==> src/rtl/sd_spi_pkg.sv <==
// Shared types and default constants for the SD-card SPI transmit path.
package sd_spi_pkg;

   typedef enum logic [2:0] {
      IDLE  = 3'd0,
      INIT  = 3'd1,
      SHIFT = 3'd2,
      WAIT  = 3'd3,
      HOLD  = 3'd4
   } tx_state_t;

   localparam int DATA_BITS_DEF = 8;
   localparam int SCLK_DIV_DEF  = 4;
   localparam int INIT_CLKS_DEF = 80;
   localparam int CS_HOLD_DEF   = 2;

   // Counter width able to hold 0..n-1, never narrower than one bit.
   function automatic int cnt_width(input int n);
      return (n > 1) ? $clog2(n) : 1;
   endfunction

endpackage

==> src/rtl/sd_spi_tx_ctrl_timer.sv <==
// SCLK phase timer: counts system clocks within one SCLK period while run
// is high, flags the last cycle of the period and decodes the high half.
module spi_bit_timer
   import sd_spi_pkg::*;
#(
   parameter int CLK_DIV = SCLK_DIV_DEF
) (
   input  logic clk,
   input  logic n_rst,
   input  logic run,
   output logic tc,
   output logic sclk_hi
);

   localparam int DW = cnt_width(CLK_DIV);
   localparam logic [DW-1:0] DIV_LAST = DW'(CLK_DIV - 1);
   localparam logic [DW-1:0] DIV_HALF = DW'(CLK_DIV / 2);

   logic [DW-1:0] div_cnt;

   // Free-running divider while enabled; parked at zero otherwise so every
   // new byte or init sequence starts on a fresh SCLK-low phase.
   always_ff @(posedge clk or negedge n_rst) begin
      if (!n_rst) begin
         div_cnt <= '0;
      end else if (!run || tc) begin
         div_cnt <= '0;
      end else begin
         div_cnt <= div_cnt + 1'b1;
      end
   end

   assign tc      = run && (div_cnt == DIV_LAST);
   assign sclk_hi = run && (div_cnt >= DIV_HALF);

endmodule

==> src/rtl/sd_spi_tx_ctrl.sv <==
// Byte-level SPI transmit controller: drives the external shift register,
// generates SCLK (mode 0), frames cs_n and runs the SD power-up dummy clocks.
//
//  state | meaning
//  IDLE  | cs_n high, ready for a byte or an init request
//  INIT  | dummy clocks with cs_n high and MOSI held at 1
//  SHIFT | shifting one byte out, cs_n low
//  WAIT  | underrun between bytes of a frame, cs_n kept low
//  HOLD  | cs_n hold time after the last byte of a frame
module sd_spi_tx_ctrl
   import sd_spi_pkg::*;
#(
   parameter int DATA_BITS = DATA_BITS_DEF,
   parameter int CLK_DIV   = SCLK_DIV_DEF,
   parameter int INIT_CLKS = INIT_CLKS_DEF,
   parameter int CS_HOLD   = CS_HOLD_DEF
) (
   input  logic                 clk,
   input  logic                 n_rst,
   input  logic [DATA_BITS-1:0] tx_data,
   input  logic                 tx_valid,
   input  logic                 tx_last,
   input  logic                 init_req,
   output logic                 tx_ready,
   output logic                 sr_load,
   output logic                 sr_shift,
   output logic [DATA_BITS-1:0] sr_data,
   output logic                 sclk,
   output logic                 cs_n,
   output logic                 busy,
   output logic                 byte_done
);

   localparam int BW = cnt_width(DATA_BITS);
   localparam int IW = cnt_width(INIT_CLKS);
   localparam int HW = cnt_width(CS_HOLD);
   localparam logic [BW-1:0] BIT_LAST  = BW'(DATA_BITS - 1);
   localparam logic [IW-1:0] INIT_LAST = IW'(INIT_CLKS - 1);
   localparam logic [HW-1:0] HOLD_LAST = HW'(CS_HOLD - 1);

   tx_state_t     state, state_nxt;
   logic [BW-1:0] bit_cnt;
   logic [IW-1:0] init_cnt;
   logic [HW-1:0] hold_cnt;
   logic          last_q;
   logic          accept;
   logic          run;
   logic          tc;
   logic          sclk_hi;

   assign run  = (state == SHIFT) || (state == INIT);
   assign busy = (state != IDLE);

   spi_bit_timer #(
      .CLK_DIV (CLK_DIV)
   ) u_bit_timer (
      .clk     (clk),
      .n_rst   (n_rst),
      .run     (run),
      .tc      (tc),
      .sclk_hi (sclk_hi)
   );

   // State register; async reset makes cs_n rise immediately.
   always_ff @(posedge clk or negedge n_rst) begin
      if (!n_rst) begin
         state <= IDLE;
      end else begin
         state <= state_nxt;
      end
   end

   // Bit, init and hold counters plus the frame-end flag of the current byte.
   always_ff @(posedge clk or negedge n_rst) begin
      if (!n_rst) begin
         bit_cnt  <= '0;
         init_cnt <= '0;
         hold_cnt <= '0;
         last_q   <= 1'b0;
      end else begin
         if (accept) begin
            bit_cnt <= '0;
            last_q  <= tx_last;
         end else if (sr_shift) begin
            bit_cnt <= bit_cnt + 1'b1;
         end

         if (state != INIT) begin
            init_cnt <= '0;
         end else if (tc) begin
            init_cnt <= (init_cnt == INIT_LAST) ? '0 : init_cnt + 1'b1;
         end

         if (state != HOLD) begin
            hold_cnt <= '0;
         end else begin
            hold_cnt <= (hold_cnt == HOLD_LAST) ? '0 : hold_cnt + 1'b1;
         end
      end
   end

   // Next-state and output decode. The end-of-byte cycle never shifts: the
   // following load (back-to-back) or HOLD/WAIT replaces the exhausted byte.
   always_comb begin
      state_nxt = state;
      tx_ready  = 1'b0;
      accept    = 1'b0;
      sr_load   = 1'b0;
      sr_shift  = 1'b0;
      sr_data   = tx_data;
      sclk      = 1'b0;
      cs_n      = 1'b1;
      byte_done = 1'b0;
      unique case (state)
         IDLE: begin
            if (init_req) begin
               sr_load   = 1'b1;
               sr_data   = '1;
               state_nxt = INIT;
            end else begin
               tx_ready = 1'b1;
               if (tx_valid) begin
                  accept    = 1'b1;
                  state_nxt = SHIFT;
               end
            end
         end
         INIT: begin
            sclk = sclk_hi;
            if (tc && (init_cnt == INIT_LAST)) begin
               state_nxt = IDLE;
            end
         end
         SHIFT: begin
            cs_n = 1'b0;
            sclk = sclk_hi;
            if (tc) begin
               if (bit_cnt != BIT_LAST) begin
                  sr_shift = 1'b1;
               end else begin
                  byte_done = 1'b1;
                  if (last_q) begin
                     state_nxt = HOLD;
                  end else begin
                     tx_ready = 1'b1;
                     if (tx_valid) begin
                        accept = 1'b1;
                     end else begin
                        state_nxt = WAIT;
                     end
                  end
               end
            end
         end
         WAIT: begin
            cs_n     = 1'b0;
            tx_ready = 1'b1;
            if (tx_valid) begin
               accept    = 1'b1;
               state_nxt = SHIFT;
            end
         end
         HOLD: begin
            cs_n = 1'b0;
            if (hold_cnt == HOLD_LAST) begin
               state_nxt = IDLE;
            end
         end
         default: state_nxt = IDLE;
      endcase
      if (accept) begin
         sr_load = 1'b1;
      end
   end

endmodule

==> config.mk <==
export PLATFORM = sky130hd
export DESIGN_NAME = sd_spi_tx_ctrl
export DESIGN_NICKNAME = d
export VERILOG_FILES = /design/src/rtl/sd_spi_pkg.sv /design/src/rtl/sd_spi_tx_ctrl_timer.sv /design/src/rtl/sd_spi_tx_ctrl.sv
export SDC_FILE = /design/constraint.sdc
export NUM_CORES = 1
export LEC_CHECK = 0
export ABC_CLOCK_PERIOD_IN_PS = 2100
export CORE_UTILIZATION = 45
export CTS_CLUSTER_SIZE = 12
export DETAILED_ROUTE_END_ITERATION = 7
export DONT_BUFFER_PORTS = 1
export GPL_TIMING_DRIVEN = 0
export HOLD_SLACK_MARGIN = 0.03
export SLEW_MARGIN = 20
export SYNTH_ARGS = -nofsm -noshare
export SYNTH_HDL_FRONTEND = slang
export SYNTH_SLANG_ARGS = --single-unit
==> constraint.sdc <==
create_clock -name clk -period 2.1 [get_ports clk]
set_input_delay 0.42 -clock clk [delete_from_list [all_inputs] [get_ports clk]]
set_output_delay 0.42 -clock clk [all_outputs]
set_load 0.02 [all_outputs]
==> impl_metrics.toml, run 1 <==
[timing]
timing_hold_violations_final = 0
worst_slew_margin_rel_pct = 45.8
worst_skew_ns = 0.00564
totalNegativeSetupSlack_ns = 0
timing.final.ws_setup_ns = 0.0287
fmaxAchievable_mhz = 483
grt_setup_unrepaired = "yes"
period_share_pct = 98.6
tightest_slew_ns = 0.810
finalHoldWorstSlack_ns = 0.266
setup_viol = 0
slew_viol_final = 0
period_needed_ns = 2.07

[critical_path]
cp_data_arrival_time_ns = 1.65
worst-path-max-fanout = 10
crit_path_launch_type = "register"
required_ns = 1.68
critical_path_class = "reg -> out"
critical_path.endpoint_type = "output pin"

[cells_and_area]
layout.cells.most_common_list = "sky130_fd_sc_hd__dfrtp_1 (17), sky130_fd_sc_hd__nor2_1 (14), sky130_fd_sc_hd__inv_1 (8), sky130_fd_sc_hd__or2_2 (7)"
antennaDiodeCount = 0
n_fill_cell = 190
layout_commonest_cell = "sky130_fd_sc_hd__dfrtp_1"
multi_input_combinational_cell_area_sq_um = 594
layoutNonFillerInstCount = 147
area_delta_synth_final_pct = 14.4
drive_gt1_share_pct = 25.2
regArea_sq_um = 425
layout.nets = 138

[synth]
synth_area_per_cell_sq_um = 9.49
syn_nets = 128
synth_flop_cell = "sky130_fd_sc_hd__dfrtp_1"
yosys_register_bits = 17
synth_edf_count = 0
yosys_warnings = 0
mapped_area_sq_mm = 0.00104
yosys.cell_types.count = 37
yosysSeqAreaShare_pct = 40.8
synth_cells = 110
synthArstFlopShare_pct = 100

[global_routing]
antenna_found_initial = 0
global_route.overflow_total = 0
gr-usage-all-layers_pct = 17.6
pin_count_of_the_biggest_net_entering_global_routing = 18
grt_first_pass_wirelength_um = 3400
first_global_vias = 785

[floorplan]
core_area_sq_mm = 0.00219
dieWidth_um = 50.2
rows = 17
floorplan.die_area_sq_mm = 0.00252
fp.dieH_um = 50.2
io-pin-count = 28
start_util_pct = 47.6

[min_path]
min-delay-path-class = "in -> reg"

[power]
p_per_area_mw_per_mm2 = 462
power_switching_share_pct = 24.2
p_seq_share_pct = 60.5
internal_power_mw = 0.418
clock_power_share_pct = 32.0
comb_power_share_pct = 7.5
ir_drop_uv = 309
power.net_switching_mw = 0.134
static-leakage-power_nw = 0.566
total_power_consumption_of_the_routed_design_mw = 0.552

[place]
port-buffer-count = 0
place_worst_setup_slack_ns = 0.101
place_hpwl_um = 1410
place.gp.congestion = 0.742
place_inst = 138

[drt]
drt_iter0_drc = 5
num_vias = 813
vias_per_cell = 5.53
final_antenna_violating_net_count = 0
number_of_optimization_iterations_in_the_first_detailed_route_pass = 6
post-route-drc-count = 0
drt-total-wl_um = 2110
routedWlPerCell_um = 14.3

[clock_network]
clk_path_buf_depth = 2
clk_pin_slew_worst_paths_ns = 0.10
cts_sinks = 17
clkLatencyLatePin_ns = 0.29
clock_tree_from_tritoncts = "yes"
cts_root_buffer = "sky130_fd_sc_hd__clkbuf_4"
h_tree_depth = 1
cts-buffers-inserted = 3

[outcome]
outcome = "complete, no violations"

[job]
timing.max_cap.violations = 0
==> power by group through the flow <==
stage               registers, mW  clock network [mW]  logic [mW]
finish                      0.334               0.177      0.0415
global route                0.335               0.196      0.0455
CTS                         0.334               0.185      0.0403
detailed placement          0.340                   0      0.0308
global placement            0.340                   0      0.0305
floorplan                   0.340                   0      0.0283
==> cells in the mapped netlist (2+ instances only) <==
cell type | instances | area [sq um]
sky130_fd_sc_hd__a21oi_1 | 2 | 10.0
sky130_fd_sc_hd__buf_2 | 2 | 10.0
sky130_fd_sc_hd__buf_6 | 2 | 22.5
sky130_fd_sc_hd__dfrtp_1 | 17 | 425
sky130_fd_sc_hd__ha_1 | 5 | 62.6
sky130_fd_sc_hd__inv_1 | 9 | 33.8
sky130_fd_sc_hd__mux2i_1 | 5 | 50.1
sky130_fd_sc_hd__nand2_1 | 5 | 18.8
sky130_fd_sc_hd__nor2_1 | 15 | 56.3
sky130_fd_sc_hd__nor3_1 | 2 | 10.0
sky130_fd_sc_hd__nor3b_1 | 2 | 15.0
sky130_fd_sc_hd__o2111ai_2 | 2 | 30.0
sky130_fd_sc_hd__o21ai_0 | 5 | 25.0
sky130_fd_sc_hd__or2_2 | 9 | 56.3
sky130_fd_sc_hd__xnor2_1 | 3 | 26.3
sky130_fd_sc_hd__xor2_1 | 4 | 35.0
==> worst max-delay path, cell delays in order (launching register included) <==
cell,delay (ns)
sky130_fd_sc_hd__dfrtp_1,0.39
sky130_fd_sc_hd__buf_6,0.14
sky130_fd_sc_hd__or3_4,0.46
sky130_fd_sc_hd__nor2_4,0.17
sky130_fd_sc_hd__or2_2,0.19
==> registers in the layout, summed over array words and instances (netlist names) <==
register,count
state,3
u_bit_timer.div_cnt,2
last_q,1
hold_cnt,1
init_cnt,7
bit_cnt,3
==> path summary, 6_finish.rpt <==
path | from | end | slack [ns] | depth (start not counted)
max | state[0]$_DFFE_PN0P_ | sr_data[6] | 0.03 | 4
min | tx_valid | last_q$_DFFE_PN0P_ | 0.27 | 2
max reg2reg | state[1]$_DFFE_PN0P_ | init_cnt[2]$_DFFE_PN0P_ | 0.50 | 6
min reg2reg | hold_cnt$_DFF_PN0_ | hold_cnt$_DFF_PN0_ | 0.43 | 1
max in group asynchronous | n_rst | state[2]$_DFFE_PN0P_ | 0.94 | 1
min in group asynchronous | n_rst | init_cnt[6]$_DFFE_PN0P_ | 0.65 | 1
==> per-stage QoR <==
| stage | utilization [%] | instance area (sq um) |
|---|---|---|
| 6_report | 54.5 | 1190 |
| 5_1_grt | 54.5 | 1190 |
| 4_1_cts | 52.6 | 1150 |
| 3_5_place_dp | 49.2 | 1080 |
| 3_3_place_gp | 49.2 | 1080 |
| 2_1_floorplan | - | 1040 |
==> kinds of logic (layout without fill, tap and decap cells) <==
| kind of cell | after synthesis | count (layout) | synth area share [%] |
|---|---|---|---|
| buf+inv | 14 | 22 | 7.07 |
| flops | 17 | 17 | 40.8 |
| compound gates | 17 | 17 | 12.4 |
| mux | 5 | 5 | 4.80 |
| fa+ha+maj | 5 | 5 | 6.00 |
| simple gates | 45 | 46 | 23.1 |
| xor+xnor | 7 | 7 | 5.88 |
==> routing by layer <==
metal  GRT usage (%)  up-vias  part of all wire, %
li1                -      394                    -
met1            22.1      391                   45
met5               0        -                    0
met2            30.4       28                   50
met3            5.45        0                  4.7
met4            1.43        0                    0
==> repair_timing <==
item,CTS,global route
setup buffers,1,2
gates resized for setup,7,6
hold endpoints to repair,17,0
endpoints found under the setup margin,9,10
pin swaps,2,3
cloned,0,1
hold buffers,1,0
==> final cells by class <==
type / count / share of cell area [%]
Multi-Input combinational cell: 80 / 49.8
Inverter: 9 / 2.83
Buffer: 5 / 3.88
Timing Repair Buffer: 4 / 2.73
Tap cell: 28 / 2.94
Sequential cell: 17 / 35.6
Clock buffer: 4 / 2.20
No activity file was read; power rests on OpenSTA's default activity.
==> run 2: changes to the inputs <==
==> constraint.sdc (replaced) <==
create_clock -name clk -period 2.1 [get_ports clk]
set_input_delay 0.42 -clock clk [delete_from_list [all_inputs] [get_ports clk]]
set_output_delay 0.42 -clock clk [all_outputs]
set_load 0.05 [all_outputs]
==> run 2 against run 1 <==
Effect of this change: the flow now finishes with violations (setup timing); first-iteration DRC count grew to 2.8 times the previous value; flip-flop and latch count stayed put; hold slack improved by 0.0071 ns; clock skew shrank 0.0033 ns; cell count rose by 2.0%; worst setup slack got worse by 0.058 ns; via count grew 1.2%.
==> impl_metrics.toml, run 2 (synthesized netlist as in run 1, its figures left out) <==
[cells_and_area]
layout_commonest_cell = "sky130_fd_sc_hd__dfrtp_1"
layout.nets = 141
layoutNonFillerInstCount = 150
n_fill_cell = 213
drive_gt1_share_pct = 31.1
largest-register = "init_cnt"
biggest_regs = "init_cnt: 7 flops, bit_cnt: 3 flops, state: 3 flops"
layout.cells.most_common_list = "sky130_fd_sc_hd__dfrtp_1 (17), sky130_fd_sc_hd__nor2_1 (13), sky130_fd_sc_hd__or2_4 (9), sky130_fd_sc_hd__inv_1 (8), sky130_fd_sc_hd__buf_4 (7)"
area_delta_synth_final_pct = 20.3
final_core_util_pct = 57.3
largest_register_ff_count = 7
antennaDiodeCount = 0
final_area_sq_mm = 0.00125

[drt]
final_antenna_violating_net_count = 0
number_of_optimization_iterations_in_the_first_detailed_route_pass = 4
post-route-drc-count = 0
num_vias = 823
drt_iter0_drc = 14
routedWlPerCell_um = 13.4
drt-total-wl_um = 2010
vias_per_cell = 5.49

[critical_path]
worst-path-max-fanout = 7
critical_path_class = "reg -> out"
critical_path.endpoint_type = "output pin"
timing.critical_path.slowest_cell_delay_ns = 0.48
path_cells = "buf_6 -> or3_4 -> nor2_4 -> or2_4"
worst_reg2reg_path_depth = 7
crit_path_launch_type = "register"
cp_data_arrival_time_ns = 1.71
critical_path.slowest_cell = "sky130_fd_sc_hd__or3_4"
required_ns = 1.68

[global_routing]
global_route.overflow_total = 0
grt_first_pass_wirelength_um = 3310
antenna_found_initial = 0
first_global_vias = 764
pin_count_of_the_biggest_net_entering_global_routing = 18
gr-usage-all-layers_pct = 17.6

[timing]
fmaxAchievable_mhz = 470
slew_viol_final = 0
grt_setup_unrepaired = "yes"
timing.final.ws_setup_ns = -0.0295
period_share_pct = 101
tightest_slew_ns = 0.802
worst_skew_ns = 0.00233
period_needed_ns = 2.13
worst_slew_margin_rel_pct = 46.4
timing_hold_violations_final = 0
setup_viol = 5
totalNegativeSetupSlack_ns = -0.140

[power]
ir_drop_uv = 365
static-leakage-power_nw = 0.578
power_switching_share_pct = 26.4
p_seq_share_pct = 58.5
comb_power_share_pct = 11.3
p_per_area_mw_per_mm2 = 455
internal_power_mw = 0.420
clock_power_share_pct = 30.2
power.net_switching_mw = 0.150
total_power_consumption_of_the_routed_design_mw = 0.571

[outcome]
failed_checks = "setup timing"
outcome = "finished with violations"

[clock_network]
cts_sinks = 17
clk_pin_slew_worst_paths_ns = 0.10
clk_path_buf_depth = 2
cts_root_buffer = "sky130_fd_sc_hd__clkbuf_4"
clock_tree_from_tritoncts = "yes"
cts-buffers-inserted = 3
h_tree_depth = 1
clkLatencyLatePin_ns = 0.29

[min_path]
min-delay-path-class = "in -> reg"
holdPathStages = 2

[floorplan]
floorplan.die_area_sq_mm = 0.00252
dieWidth_um = 50.2
start_util_pct = 47.6
rows = 17
fp.dieH_um = 50.2
io-pin-count = 28
core_area_sq_mm = 0.00219

[place]
place_inst = 138
cell_area_placed_sq_mm = 0.00108
place.gp.congestion = 0.730
port-buffer-count = 0
place_hpwl_um = 1340

[job]
timing.max_cap.violations = 0
run 2: worst max-delay path, delay by kind of cell, from the launching register on:
family / cells / cell delay, ns
DFF: 1 / 0.39
and+or+nand+nor: 3 / 0.89
buffers and inverters: 1 / 0.14
run 2: final cells by class:
class / count / area (sq um) / area share, %
clock buffers: 3 / 22.5 / 1.79
flip-flops and latches: 17 / 425 / 33.9
well taps: 28 / 35.0 / 2.79
inverters: 9 / 37.5 / 2.99
multi-input cells: 80 / 628 / 50.0
repair buffers: 7 / 55.1 / 4.39
plain buffers: 5 / 46.3 / 3.69
clock inverters: 1 / 5.00 / 0.399
run 2: repair_timing:
item / CTS / global route
setup endpoints to repair: 13 / 12
gates cloned: 1 / 0
pin swaps: 7 / 10
endpoints found under the hold margin: 17 / 0
buffers inserted: 3 / 3
gates resized for setup: 19 / 6
hold buffers: 1 / 0
run 2: worst paths after layout:
kind	start	end	slack, ns
min in group asynchronous	n_rst	init_cnt[0]$_DFFE_PN0P_	0.66
worst max register to register	state[2]$_DFFE_PN0P_	init_cnt[2]$_DFFE_PN0P_	0.39
worst min-delay path	tx_valid	last_q$_DFFE_PN0P_	0.27
worst max-delay path	state[0]$_DFFE_PN0P_	sr_data[7]	-0.03
max in group asynchronous	n_rst	state[0]$_DFFE_PN0P_	0.95
worst min register to register	hold_cnt$_DFF_PN0_	hold_cnt$_DFF_PN0_	0.42
run 2: layer usage:
metal	vias to the layer above	share of wire [%]	GRT usage, %
met1	398	47	21.7
met5	-	0	0
met3	2	5.3	6.36
met4	0	0.55	4.29
met2	23	47	29.1
li1	400	-	-
run 2: power groups by stage:
stage	sequential [mW]	combinational (mW)	clock, mW
floorplan	0.340	0.0470	0
global placement	0.340	0.0489	0
detailed placement	0.340	0.0495	0
CTS	0.334	0.0649	0.182
global route	0.334	0.0691	0.193
finish	0.334	0.0647	0.172
run 2: through the flow:
step                      hold slack, ns  setup WS (ns)
after CTS                          0.259        -0.0758
after floorplan                    0.124          0.148
final                              0.273        -0.0295
after global placement             0.125         0.0366
after global routing               0.260        -0.0875
after detailed placement           0.125         0.0134
==> edit 1: new RTL, config.mk and constraints of run 2 <==
Re-encode `tx_state_t` (5 states) as one-hot, 5 bits wide.
--- a/src/rtl/sd_spi_pkg.sv
+++ b/src/rtl/sd_spi_pkg.sv
@@ -1,12 +1,12 @@
 // Shared types and default constants for the SD-card SPI transmit path.
 package sd_spi_pkg;
 
-   typedef enum logic [2:0] {
-      IDLE  = 3'd0,
-      INIT  = 3'd1,
-      SHIFT = 3'd2,
-      WAIT  = 3'd3,
-      HOLD  = 3'd4
+   typedef enum logic [4:0] {
+      IDLE  = 5'b00001,
+      INIT  = 5'b00010,
+      SHIFT = 5'b00100,
+      WAIT  = 5'b01000,
+      HOLD  = 5'b10000
    } tx_state_t;
 
    localparam int DATA_BITS_DEF = 8;
Check against the original RTL: same outputs for any inputs over 10 cycles, from zero or initial values and one cycle with n_rst low; not proved beyond that.
==> edit 1 against run 2 <==
The flow still finishes with violations (negative setup slack); via count grew 29%; die area grew 15%; sequential cell count grew 2; wire length grew 42%; clock skew grew 0.0028 ns; area after synthesis grew 16%; utilization grew 9.3 points; hold slack gained 0.0022 ns; final area grew 33%; setup slack lost 0.37 ns; critical path type unchanged; largest cell class unchanged.
Power is not compared: it rests on default switching activity, and its combinational part moved more than twofold at a synthesized area within 25%.
==> edit 1: results (changes against run 2) <==
| Metric | Value |
|---|---|
| Initial antenna violation count | 0 (unchanged) |
| Hpwl dp | 1778 um (+32%) |
| DR iter-0 viols | 21 (+7) |
| Post-synthesis cell type count | 46 (+24%) |
| Clock skew | 0.005155 ns (+0.002822 ns) |
| Relative slew margins | 0.3213 (-0.1425) |
| Mux contribution to synthesized area | 0.02482 (-0.02314) |
| Mapped Nets | 146 (+14%) |
| Post-synthesis xor/xnor area fraction | 0.03619 (-0.02256) |
| Synth Area in Compound Gates | 0.1655 (+0.04196) |
| Share of cells above drive strength 1 | 0.4145 (+0.1030) |
| Failing checks | negative setup slack |
| WL/cell | 15.70 um (+17%) |
| Status | finished with violations |
| CTS clk-pin slew, worst paths | 0.10 ns (about the same) |
| Port bufs | 0 (unchanged) |
| CP startpoint | state[0] |
| Synth Area in Adders | 0.05171 (-0.008246) |
| Clock latency at the later pin of the worst-skew pair | 0.31 ns (+0.02 ns) |
| Biggest regs | init_cnt x7, state x5, bit_cnt x3 |
| Worst Path Arrival | 2.08 ns (+0.37 ns) |
| Synth cell count leaders | 18 x dfrtp_1, 16 x nor2_1, 11 x nand2b_1 |
| Tot GR Track Use | 0.2151 (+0.03889) |
| Top cells by area, synth | dfrtp_1 37%, nand2b_1 5.7%, ha_1 5.2% |
| Worst Hold Class | primary input to flop |
| Sequential share of the synthesized area | 0.3940 (-0.01367) |
| Vias per cell | 5.841 (+6.5%) |
| Largest net degree at the start of global routing | 20 (+2) |
| Placer Congestion | 0.9005 (+23%) |
| Hold path start | tx_last |
| Clock buffer depth | 2 (unchanged) |
| Vias in the first global route | 967 (+27%) |
| Setup TNS | -1.994 ns (-1.854 ns) |
| Setup Viol. Count Final | 14 (+9) |
| ANT cells | 0 (unchanged) |
| Placed instance area | 1261 um2 (+16%) |
| CTS H-Tree Depth | 1 (unchanged) |
| # fillers | 186 (-13%) |
| Drt pass-1 iters | 4 (unchanged) |
| CP max FO | 5 (-2) |
| Max VDD drop | 0.7754 mV |
| Final WS setup | -0.4000 ns (-0.3705 ns) |
| TritonCTS Buffers | 3 (unchanged) |
| Nets | 171 (+21%) |
| Clk pwr share | 0.107 |
| First-pass GRT wire length | 4436 um (+34%) |
==> edit 1: path summary, 6_finish.rpt <==
check / slack (ns) / end / cells after the start
max: -0.40 / sr_load / 4
min: 0.28 / last_q / 1
max reg2reg: 0.03 / state[4] / 6
min reg2reg: 0.48 / u_bit_timer.div_cnt[0] / 1
max in group asynchronous: 0.89 / state[4] / 1
min in group asynchronous: 0.64 / init_cnt[2] / 1
==> edit 1: repair_timing <==
item	in CTS	in global routing
pin swaps	13	11
hold buffers	1	0
endpoints found under the hold margin	19	0
buffers inserted	21	6
setup endpoints to repair	15	21
resized for setup	45	12
cloned	0	0
==> edit 1: layout make-up <==
class,instances,area [um2],area share
clock buffer,4,26.28,0.01579
multi-input combinational,100,878.3,0.5278
buffer,3,27.53,0.01654
inverter,4,22.52,0.01353
tap,30,37.54,0.02256
timing repair buffer,22,193.9,0.1165
sequential,19,478.0,0.2872
==> edit 1: routing by layer <==
layer  track usage  routed length, um  vias to the layer above
li1              -                  -                      512
met1        0.2674               1237                      523
met2        0.3601               1478                       24
met3       0.05932                118                        4
met4       0.06140                 23                        0
met5             0                  0                        -
==> edit 1: metrics by stage <==
stage | setup slack, ns | total power, mW | cells
4_1_cts | -0.3551 | 1.697 | 182
3_3_place_gp | -0.2560 | 1.263 | 158
5_1_grt | -0.4321 | 1.893 | 182
2_1_floorplan | -0.1630 | 1.173 | 128
6_report | -0.4000 | 1.783 | 182
3_5_place_dp | -0.2744 | 1.281 | 158
==> edit 1: worst max-delay path, cell delays in order (launching register included) <==
cell	delay, ns
dfstp_2	0.60
or3b_4	0.41
a211oi_4	0.24
or2_4	0.27
a21bo_4	0.25
==> edit 2: new RTL, settings of run 2 <==
Made on the original files. `SCLK_DIV_DEF`: 4 -> 2.
--- a/src/rtl/sd_spi_pkg.sv
+++ b/src/rtl/sd_spi_pkg.sv
@@ -10,7 +10,7 @@
    } tx_state_t;
 
    localparam int DATA_BITS_DEF = 8;
-   localparam int SCLK_DIV_DEF  = 4;
+   localparam int SCLK_DIV_DEF  = 2;
    localparam int INIT_CLKS_DEF = 80;
    localparam int CS_HOLD_DEF   = 2;
 
Function: changed (a bounded check fails within 4 cycles, from zero or initial values and one cycle with n_rst low).
==> edit 2 against run 2 <==
The flow still finishes with violations (negative setup slack); critical path depth is the same; clock skew grew 0.0030 ns; highest routed layer unchanged; sequential cell count shrank 1; critical endpoint is now sr_load; count of clock-buffer cells in the layout grew 1; die area shrank 5.4%; final area shrank 4.6%; area after synthesis shrank 5.6%; setup slack lost 0.036 ns; utilization grew 2.5 points; wire length shrank 6.0%; critical path type unchanged; first-iteration DRC count shrank 14%.
Power is not compared: it rests on default switching activity, and its combinational part moved more than twofold at a synthesized area within 25%.
==> edit 2: results (changes against run 2) <==
| Metric | Value |
|---|---|
| Critical path's largest stage delay | 0.50 ns (+0.02 ns) |
| Tot GR Track Use | 0.1804 (+0.004118) |
| Drt pass-1 iters | 4 (unchanged) |
| Sequential share of the synthesized area | 0.4066 (-0.001066) |
| Residual DRC | 0 (unchanged) |
| Hold Crit Depth | 2 (unchanged) |
| WL/cell | 13.27 um (-0.69%) |
| Pleak | 0.5365 nW |
| Largest net degree at the start of global routing | 17 (-1) |
| Ys async rst share | 1.000 (unchanged) |
| Clock latency at the later pin of the worst-skew pair | 0.29 ns (about the same) |
| Top cells by area, synth | dfrtp_1 41%, mux2i_1 5.1%, or2_2 5.1% |
| Placed instance area | 1031 um2 (-4.8%) |
| Max VDD drop | 0.8841 mV |
| CTS root buf | clkbuf_4 |
| First-pass GRT wire length | 3360 um (+1.7%) |
| Setup Viol. Count Final | 9 (+4) |
| Failing checks | negative setup slack |
| Vias in the first global route | 748 (-2.1%) |
| CP max FO | 10 (+3) |
| Dpl ws | -0.07162 ns (-0.08501 ns) |
| Nets | 132 (-6.4%) |
| Worst Path Arrival | 1.75 ns (+0.04 ns) |
| Worst Hold Class | primary input to flop |
| Crit-path slowest cell | or3_4 |
| TritonCTS Buffers | 3 (unchanged) |
| Reg2reg path depth | 6 (-1) |
| Final WS setup | -0.06503 ns (-0.03558 ns) |
| Ys flop type | dfrtp_1 |
| Initial antenna violation count | 0 (unchanged) |
| Setup TNS | -0.3255 ns (-0.1854 ns) |
| Vias per cell | 5.303 (-3.4%) |
| Biggest regs | init_cnt x7, bit_cnt x3, state x3 |
| ANT cells | 0 (unchanged) |
| Relative slew margins | 0.5070 (+0.04325) |
| Placer Congestion | 0.7742 (+6.0%) |
| Clock buffer depth | 2 (unchanged) |
| Port bufs | 0 (unchanged) |
| Yosys warns | 0 (unchanged) |
| CTS clk-pin slew, worst paths | 0.09 ns |
| Antenna Nets Post-Route | 0 (unchanged) |
| Share of cells above drive strength 1 | 0.2957 (-0.01582) |
| Synth cell count leaders | 16 x dfrtp_1, 12 x nor2_1, 8 x or2_2 |
| Post-synthesis cell type count | 35 (-5.4%) |
| Status | finished with violations |
| Clock skew | 0.005327 ns (+0.002994 ns) |
| CP delay by family, top | simple AND/OR/NAND/NOR gates |
| Hpwl dp | 1375 um (+2.4%) |
| DR iter-0 viols | 12 (-2) |
| Mapped Nets | 120 (-6.3%) |
| CTS H-Tree Depth | 1 (unchanged) |
## edit 2: report_power, final
group	switching (mW)	total (mW)	internal, mW	leakage, nW
logic	0.628	0.954	0.327	0.306
clock network	0.0964	0.202	0.106	0.0210
registers	0.0318	0.404	0.373	0.209
total	0.756	1.56	0.805	0.536
## edit 2: cell families after synthesis
| logic type | share of synthesized area |
|---|---|
| xor+xnor | 0.04448 |
| compound gates | 0.1449 |
| simple gates | 0.2529 |
| buf+inv | 0.06226 |
| flops | 0.4066 |
| fa+ha+maj | 0.03812 |
| mux | 0.05083 |
## edit 2: layout make-up
cell class	count	area, um2
sequential	16	400.4
multi-input combinational	78	603.1
fill	188	804.5
tap	27	33.78
clock buffer	4	36.28
buffer	6	57.56
inverter	5	18.77
timing repair buffer	6	47.55
## edit 2: worst register-to-register path, stage by stage, from the launching register on
cell      delay (ns)
dfrtp_1         0.39
buf_6           0.14
and4bb_2        0.30
nor2b_1         0.13
buf_2           0.32
mux2i_1         0.22
nor2_1          0.06
## edit 2: path summary, 6_finish.rpt
kind                                from          end  slack, ns
max in group asynchronous          n_rst  init_cnt[1]       1.03
worst max register to register  state[2]   bit_cnt[2]       0.43
worst min register to register  hold_cnt     hold_cnt       0.43
worst min-delay path            tx_valid     state[0]       0.37
worst max-delay path            state[0]      sr_load      -0.07
min in group asynchronous          n_rst  init_cnt[5]       0.61
## edit 2: metrics by stage
step	util	total power [mW]	instances
6_report	0.5981	1.561	142
5_1_grt	0.5981	1.663	142
4_1_cts	0.5800	1.540	139
3_5_place_dp	0.5150	1.243	131
3_3_place_gp	0.5150	1.224	131
2_1_floorplan	-	1.150	104
## edit 2: per-layer routing
metal | GRT usage | up-vias | wire length (um)
met5 | 0 | - | 0
met4 | 0.04412 | 0 | 17
met3 | 0.04984 | 3 | 57
met2 | 0.2894 | 7 | 903
met1 | 0.2410 | 367 | 907
li1 | - | 376 | -
## edit 2: timing repair
| action | 4_1_cts | 5_1_grt |
|---|---|---|
| setup buffers | 2 | 3 |
| endpoints found under the setup margin | 12 | 12 |
| cloned | 1 | 0 |
| hold buffers | 1 | 0 |
| pin swaps | 9 | 6 |
| resized for setup | 18 | 3 |
| endpoints found under the hold margin | 16 | 0 |
